==> src/rtl/stage_if_id_buffer.sv <==
// Elastic IF->ID buffer: DEPTH-entry FIFO of {ir, pc_plus2} with valid/ready on both sides and synchronous flush.
// Optional macro IF_ID_BUBBLE_NOP_EN forces NOP/zero outputs while the buffer is empty.
module stage_if_id_buffer #(
    parameter int unsigned DEPTH = 2,
    parameter int unsigned WIDTH = 16
) (
    input  logic                       clk,
    input  logic                       reset_n,
    input  logic                       if_valid,
    input  logic [WIDTH-1:0]           if_ir_in,
    input  logic [WIDTH-1:0]           if_pc_plus2_in,
    output logic                       if_ready,
    output logic                       id_valid,
    output logic [WIDTH-1:0]           id_ir_out,
    output logic [WIDTH-1:0]           id_pc_plus2_out,
    input  logic                       id_ready,
    input  logic                       flush,
    output logic [$clog2(DEPTH):0]     occupancy
);

    localparam int unsigned PTR_W = $clog2(DEPTH);
    localparam int unsigned CNT_W = $clog2(DEPTH) + 1;

    logic [WIDTH-1:0] ir_mem [DEPTH];
    logic [WIDTH-1:0] pc_mem [DEPTH];
    logic [PTR_W-1:0] wr_ptr, wr_ptr_nxt;
    logic [PTR_W-1:0] rd_ptr, rd_ptr_nxt;
    logic [CNT_W-1:0] count, count_nxt;
    logic             push, pop;

    // Status derived from registered count only; no input-to-output path.
    assign id_valid  = (count != '0);
    assign if_ready  = (count != CNT_W'(DEPTH));
    assign occupancy = count;

    // Handshake decode and next-state; flush overrides everything.
    always_comb begin
        push       = if_valid & if_ready & ~flush;
        pop        = id_valid & id_ready & ~flush;
        wr_ptr_nxt = wr_ptr;
        rd_ptr_nxt = rd_ptr;
        count_nxt  = count;
        if (flush) begin
            wr_ptr_nxt = '0;
            rd_ptr_nxt = '0;
            count_nxt  = '0;
        end else begin
            if (push) wr_ptr_nxt = wr_ptr + PTR_W'(1);
            if (pop)  rd_ptr_nxt = rd_ptr + PTR_W'(1);
            case ({push, pop})
                2'b10:   count_nxt = count + CNT_W'(1);
                2'b01:   count_nxt = count - CNT_W'(1);
                default: count_nxt = count;
            endcase
        end
    end

    always_ff @(posedge clk or negedge reset_n) begin
        if (!reset_n) begin
            wr_ptr <= '0;
            rd_ptr <= '0;
            count  <= '0;
        end else begin
            wr_ptr <= wr_ptr_nxt;
            rd_ptr <= rd_ptr_nxt;
            count  <= count_nxt;
        end
    end

    // Entry storage; pointers wrap naturally since DEPTH is a power of two.
    always_ff @(posedge clk or negedge reset_n) begin
        if (!reset_n) begin
            for (int i = 0; i < int'(DEPTH); i++) begin
                ir_mem[i] <= '0;
                pc_mem[i] <= '0;
            end
        end else if (push) begin
            ir_mem[wr_ptr] <= if_ir_in;
            pc_mem[wr_ptr] <= if_pc_plus2_in;
        end
    end

`ifdef IF_ID_BUBBLE_NOP_EN
    // Bubbles read as BR nzp=000, an architectural NOP.
    assign id_ir_out       = id_valid ? ir_mem[rd_ptr] : '0;
    assign id_pc_plus2_out = id_valid ? pc_mem[rd_ptr] : '0;
`else
    assign id_ir_out       = ir_mem[rd_ptr];
    assign id_pc_plus2_out = pc_mem[rd_ptr];
`endif

endmodule

==> config.mk <==
export PLATFORM = sky130hd
export DESIGN_NAME = stage_if_id_buffer
export DESIGN_NICKNAME = d
export VERILOG_FILES = /design/src/rtl/stage_if_id_buffer.sv
export SDC_FILE = /design/constraint.sdc
export NUM_CORES = 1
export LEC_CHECK = 0
export ABC_AREA = 1
export ABC_CLOCK_PERIOD_IN_PS = 2090
export BUFFER_PORTS_ARGS = -buffer_cell sky130_fd_sc_hd__buf_2
export CORE_MARGIN = 1.5
export CORE_UTILIZATION = 53
export CTS_CLUSTER_SIZE = 20
export DETAILED_ROUTE_END_ITERATION = 10
export PLACE_DENSITY_LB_ADDON = 0.15
export SYNTH_ARGS = -nofsm -noshare
export SYNTH_HDL_FRONTEND = slang
export SYNTH_SLANG_ARGS = --single-unit
==> constraint.sdc <==
create_clock -name clk -period 2.09 [get_ports clk]
set_clock_uncertainty 0.2 [all_clocks]
set_input_delay 0.3135 -clock clk [delete_from_list [all_inputs] [get_ports clk]]
set_output_delay 0.3135 -clock clk [all_outputs]
set_load 0.005 [all_outputs]
**Word-level counts from Yosys, hierarchy flattened**

Index checks and enable logic that the tools add are counted.

- Add/subtract/negate cells: 4
- Multiply operators: 0
- Div/mod/pow operators: 0
- Order comparisons: 3
- Equality and inequality tests: 3
- Shift-type cells: 0
- Mux-type cells: 16
- Bitwise logic cells: 7
- Reduce and logical (&&, ||, !) cells: 5

Operators by type and width:

| cell | count |
|---|---|
| $mux 16 | 7 |
| $bwmux 32 | 2 |
| $demux 16 s1 | 1 |
| $reduce_bool 2->1 | 3 |
| $and 1x1->1 | 4 |
| $ge 2x2->1 const B | 2 |
| $mux 1 | 4 |
| $not 1->2 | 2 |
| $pmux 2 s2 | 1 |
| $reduce_bool 3->1 | 1 |
| $add 1x1->1 const B | 2 |
| $add 2x1->2 const B | 1 |
| $eq 2x1->1 const B | 1 |
| $eq 2x2->1 const B | 1 |
| $lt 2x1->1 const B | 1 |
| $mux 2 | 1 |
| $ne 2x2->1 const B | 1 |
| $sub 2x1->2 const B | 1 |
| $logic_and 1x1->1 | 1 |
| $not 1->1 | 1 |

- Register bits after elaboration: 68
- Latch bits: 0
- Bits in writable memories: 0
- Memory bits (read-only): 0
- Input bits: 37
- Output and inout bits: 36
- Memories kept: 0

**Depth between registers and ports, before layout**

Gate-level depths: netlist of the first run.

- Depth in word-level cells: 6
- Depth in mapped cells: 8
- Depth with buffers taken out: 8

**Least setup slack after synthesis of the first run**

OpenSTA, ideal clock, no wires.

- Kind: reg-to-reg
- Start: register count[0], in the netlist occupancy[0]
- End: register ir_mem[16] in the netlist's numbering
- Arrival time: 1.232 ns
- Setup slack: 0.541 ns
- Cell stages (with the launch flop): 9
- Clock period less this slack: 1.549 ns
- Path through: dfrtp_1 -> inv_2 -> nand2_2 -> nand3_2 -> or2_1 -> buf_6 -> buf_6 -> nand2_2 -> o21ai_2

- Longest elaborated chain between the ends: 3

RTL lines:

| item | line | RTL |
|---|---|---|
| start, declared | 28 | `logic [CNT_W-1:0] count, count_nxt;` |
| start signal, assigned | 66 | `count <= count_nxt;` |
| $ne 2x2->1 | 33 | `assign if_ready = (count != CNT_W'(DEPTH));` |
| net if_ready | 12 | `output logic if_ready,` |
| $and 1x1->1 (2 in a row) | 38 | `push = if_valid & if_ready & ~flush;` |
| end signal, assigned by index | 78 | `ir_mem[wr_ptr] <= if_ir_in;` |
| end, declared | 24 | `logic [WIDTH-1:0] ir_mem [DEPTH];` |

The timed path passes the listed nets, and every way through them passes these cells.
A chain may end at the register's enable or synchronous reset.

**Worst setup path after layout of the first run**

- Start: register rd_ptr
- End: output id_pc_plus2_out[6]

- Longest elaborated chain between the ends: 4

RTL lines:

| item | line | RTL |
|---|---|---|
| start, declared | 27 | `logic [PTR_W-1:0] rd_ptr, rd_ptr_nxt;` |
| start signal, assigned | 65 | `rd_ptr <= rd_ptr_nxt;` |
| $not 1->2 (implied by the code) | 89 | `assign id_pc_plus2_out = pc_mem[rd_ptr];` |
| $mux 16 (implied by the code) (3 in a row) | 89 |  |
| end, declared | 15 | `output logic [WIDTH-1:0] id_pc_plus2_out,` |

No other way between the ends. The select of a mux whose other input is x is not followed.

==> results of run 1 <==
==> kinds of logic after synthesis <==
logic type             after synthesis
buffers and inverters               61
XOR/XNOR                             1
AO/OA/AOI/OAI                       68
flip-flops                          68
AND/OR/NAND/NOR                    179
==> stage by stage <==
step,setup slack [ps],utilization [%],std cells,hold slack (ps),power [mW]
2_1_floorplan,541,-,377,-182,3.45
3_3_place_gp,439,63.2,507,166,4.07
3_5_place_dp,376,63.2,507,165,4.14
4_1_cts,105,66.4,523,18.8,5.09
5_1_grt,17.6,66.4,523,29.6,5.49
6_report,146,66.4,523,32.9,5.04
==> where the power goes <==
part           internal (mW)  leakage [nW]  switching, mW
Sequential              1.94         0.850          0.364
Combinational          0.834          1.18          0.965
Clock                  0.486        0.0893          0.452
==> tightest hold or removal path: stages <==
cell	delay (ps)
buf_2	90
inv_1	50
o21ai_1	60
==> final timing paths <==
| path | from | to | slack (ps) | depth (start not counted) |
|---|---|---|---|---|
| worst max-delay path | rd_ptr | id_pc_plus2_out[6] | 150 | 5 |
| worst min-delay path | if_ir_in[10] | ir_mem[26] | 30 | 3 |
| worst max register to register | occupancy[0] | pc_mem[10] | 400 | 7 |
| worst min register to register | pc_mem[19] | pc_mem[19] | 280 | 2 |
| max in group asynchronous | reset_n | rd_ptr | 1070 | 3 |
| min in group asynchronous | reset_n | occupancy[1] | 330 | 3 |
==> cells in the final DEF, fill, tap and decap left out <==
master and n:
buf_12 3, o21ai_0 35, nand3_1 4, buf_6 1, clkinv_1 1, o21ai_2 23
nand2_2 12, or2_4 1, inv_2 1, dlygate4sd3_1 1, clkinv_2 2, clkbuf_1 2
inv_1 39, clkbuf_8 11, nand2_1 157, dfrtp_2 1, o21ai_1 9, buf_2 72
xnor2_1 1, a21oi_1 1, nor2_1 4, nand3_2 1, buf_4 2, dfrtp_1 67
==> per-layer routing <==
metal,global-route usage (%),wire length [microns]
met1,26.8,2860
met2,34.3,2800
met3,5.60,302
met4,10.9,110
met5,0,0
==> sequential cells by signal, summed over array words and instances, names as in the netlist <==
name       flops
ir_mem        32
pc_mem        32
occupancy      2
rd_ptr         1
wr_ptr         1
==> final cells by class <==
type,count,share of cell area (%)
Multi-Input combinational cell,248,31.0
Sequential cell,68,45.7
Timing Repair Buffer,79,12.3
Clock inverter,2,0.269
Clock buffer,13,4.26
Inverter,41,4.13
Tap cell,72,2.42
==> timing repair <==
action | CTS | global route
setup buffers | 0 | 0
hold buffers | 1 | 0
setup endpoints to repair | 0 | 2
endpoints found under the hold margin | 68 | 0
gates resized for setup | 0 | 2
==> flow_summary.ini, run 1 <==
[run_status]
status = complete, no violations

[global_routing]
antenna_found_initial = 0
grt_pass1_vias = 2376
grt_pass1_wl_microns = 10300
grt_start_max_net_pins = 69
overflow = 0
gr-usage-all-layers_pct = 21.4

[critical_path]
cpMaxStageDelayCell = dfrtp_2
cp_max_fo = 23
crit_path_cell_trace = clkinv_1, buf_4, nand2_1, nand2_1, buf_2
crit_path_start_kind = register
worst-setup-path-type = reg2out
critPathTopFamily = flip-flops
cpMostUsedCell = nand2_1
arrival_ps = 1430
crit_required_ps = 1580
endpoint_kind = primary output
cpPeakStageDelay_ps = 460
critPathBufInv = 3

[floorplan]
die_area_sq_um = 6370
die_x_microns = 79.8
fp-row-count = 27
fp.coreArea_sq_um = 5610
die_h_microns = 79.8
start_util_pct = 55.8
boundaryPins = 73

[routing]
wl_per_cell_microns = 11.6
first_pass_iters = 4
vias = 2522
drc = 0
via_per_inst = 4.82
ant_nets = 0
routed_wirelength_microns = 6070
drt_iter0_markers = 147

[synth]
synth.most_common_cell = nand2_1
muxShareOfSynthArea_pct = 0
synthArstFlopShare_pct = 100
synth_compound_area_share_pct = 13.6
syn_inst = 377
synth-warning-count = 0
ys_types = 18
ys.flop_type = dfrtp_1
synthTopCellsByCount = 157 x nand2_1, 68 x dfrtp_1, 39 x inv_1
yosysTopAreaCell = dfrtp_1
syn_nets = 414
synth-xor-area-share_pct = 0.280
synth_enable_flop_cells = 0
synth_top_family_by_area = simple AND/OR/NAND/NOR gates
synth-simple-area-share_pct = 22.9
synthesis.area_sq_um = 3130
synth_area_per_cell_sq_um = 8.30
synth_area_leaders = dfrtp_1 54%, nand2_1 19%, o21ai_2 6.4%, o21ai_0 5.6%, inv_1 4.7%
yosysSeqAreaShare_pct = 54.4
synth_fa_ha_area_share_pct = 0
synth_seq_cells = 68
synth_top_area_share_pct = 54.4

[placed_design]
place_congestion = 0.734
hpwl_microns = 3960
place_area_sq_um = 3540
port-buffer-count = 72

[power_and_ir_drop]
power.density_nw_per_um2 = 1350
ir_drop_mv = 0.622
p_leak_nw = 2.12

[layout]
drive_gt1_share_pct = 28.8
fin_area_sq_um = 3730
final-seq-area_sq_um = 1700
nets = 484
antennaDiodeCount = 0
area_growth_pct = 19.1
multi_input_area_sq_um = 1150
fill_cells = 515

[timing]
rsz0062_at_grt = no
worstMarginPinSlew_ps = 354
finalCritPeriodShare_pct = 93.0
fin_tns_setup_ps = 0
fin_crit_ps = 1940
slew_violations = 0
relSlewSlack_pct = 76.4
fmax_ghz = 0.514
setup_viol = 0
hold_violations = 0

[clocking]
cts_tree = built
cts_buffers = 9
cts_max_path_buffers = 2
cts_max_level = 3
clk_pin_slew_ps = 60
numClockSinks = 68
clock_latency_ps = 330
cts_root_buffer = clkbuf_8

[flow_run]
maxCapViolations = 0

[min_path]
worstHoldPathType = in2reg
Power figures use the tool's default switching activity.
==> run 2, diff against run 1 <==
Settings changed: ABC_CLOCK_PERIOD_IN_PS 2090 to 2260, CORE_UTILIZATION 53 to 57, HOLD_SLACK_MARGIN set to 0.15.
Clock period 2.09 ns to 2.26 ns, I/O delays scaled along.
==> flow_summary.ini, run 2 (synthesis results as in run 1) <==
[run_status]
status = complete, no violations

[floorplan]
start_util_pct = 60.1
die_x_microns = 77.1
fp-row-count = 26
boundaryPins = 73
fp.coreArea_sq_um = 5200
die_area_sq_um = 5940
die_h_microns = 77.1

[layout]
final_cell_mix = 157 x nand2_1, 72 x buf_2, 68 x dfrtp_1
antennaDiodeCount = 0
nets = 520
multi_input_area_sq_um = 1150
stdcell_count = 558
drive_gt1_share_pct = 27.5
utilization_pct = 79.5
final_common_cell = nand2_1
final-seq-area_sq_um = 1700
area_growth_pct = 32.3
fill_cells = 348

[timing]
finalCritPeriodShare_pct = 93.4
fmax_ghz = 0.474
fin_tns_setup_ps = 0
rsz0062_at_grt = no
hold_violations = 0
fin_crit_ps = 2110
hold_ws_ps = 171
worstMarginPinSlew_ps = 534
relSlewSlack_pct = 64.4
slew_violations = 0
setup_viol = 0

[routing]
routed_wirelength_microns = 6980
wl_per_cell_microns = 12.5
vias = 2707
via_per_inst = 4.85
ant_nets = 0
drt_iter0_markers = 190
first_pass_iters = 4
drc = 0

[power_and_ir_drop]
p_leak_nw = 2.30
p_clk_share_pct = 24.3
combPwrFrac_pct = 33.9
switching_power_mw = 1.73
power.density_nw_per_um2 = 1240
pwr-share-seq_pct = 41.7
ir_drop_mv = 0.771
switching_share_pct = 33.8
p_int_mw = 3.39

[critical_path]
worst-setup-path-type = reg2out
crit_path_cell_trace = clkinv_1, buf_4, nand2_1, nand2_1, buf_2
r2r-start = occupancy[0]
critPathBufInv = 3
cpMostUsedCell = nand2_1
critPathLaunch = rd_ptr
endpoint_kind = primary output
critPathTopFamily = flip-flops
arrival_ps = 1570
crit_path_start_kind = register
crit_required_ps = 1720
cp_max_fo = 17
cpMaxStageDelayCell = dfrtp_1
cpPeakStageDelay_ps = 560

[placed_design]
place_congestion = 0.788
hpwl_microns = 4210
post-place-cells = 508
port-buffer-count = 72

[flow_run]
maxCapViolations = 0

[global_routing]
overflow = 0
gr-usage-all-layers_pct = 25.6
grt_pass1_wl_microns = 11700
antenna_found_initial = 0
grt_pass1_vias = 2591
grt_start_max_net_pins = 47

[clocking]
cts_max_path_buffers = 2
ctsResizeCount = 0
hold_buffers = 34
cts_tree = built
cts_buffers = 9
cts_max_level = 3
numClockSinks = 68
clock_latency_ps = 340
cts_root_buffer = clkbuf_8
postCtsSetupBuffers = 0
clk_pin_slew_ps = 70

[min_path]
min_from = if_valid
worstHoldPathType = in2reg
-- run 2: changes by cell type in the layout (fill, tap and decap cells not counted), sizes merged --
cell	previous run	this run
buf	78	81
dlygate4sd3	1	34
bufinv	0	3
clkbuf	13	12
clkinv	3	2
-- run 2: final cells by class --
cell class	count	area share [%]
timing repair buffer	115	19.2
tap	70	2.12
clock buffer	12	3.75
clock inverter	4	2.30
sequential	68	41.1
multi-input combinational	248	27.8
inverter	41	3.72
-- run 2: stage by stage --
stage / instance area (sq um) / total power, mW / setup slack [ps]
2_1_floorplan: 3130 / 3.19 / 711
3_3_place_gp: 3550 / 3.75 / 549
3_5_place_dp: 3550 / 3.83 / 510
4_1_cts: 4140 / 5.14 / 137
5_1_grt: 4140 / 5.51 / 58.0
6_report: 4140 / 5.12 / 150
-- run 2: final timing paths --
check | to | slack, ps | cells after the start
setup / recovery | id_pc_plus2_out[14] | 150 | 5
hold / removal | wr_ptr | 170 | 4
setup reg to reg | ir_mem[17] | 490 | 7
hold reg to reg | ir_mem[8] | 290 | 2
max in group asynchronous | pc_mem[24] | 930 | 3
min in group asynchronous | ir_mem[29] | 300 | 2
-- run 2: worst min-delay path, cell delays in order --
cell and delay [ps]:
buf_2 100, nand2_1 90, nand3_1 90, nand2_1 50
-- run 2: power groups by stage --
stage	Sequential, mW	Combinational [mW]	Clock, mW
2_1_floorplan	2.06	1.13	0
3_3_place_gp	2.12	1.63	0
3_5_place_dp	2.15	1.69	0
4_1_cts	2.13	1.74	1.26
5_1_grt	2.20	1.99	1.31
6_report	2.14	1.74	1.25
-- run 2: metal layers --
layer | vias to the layer above | routed length [microns] | GRT usage, %
met2 | 71 | 3360 | 42.7
met5 | - | 0 | 0
met1 | 1256 | 3110 | 32.1
met3 | 14 | 363 | 6.90
li1 | 1366 | - | -
met4 | 0 | 143 | 9.27
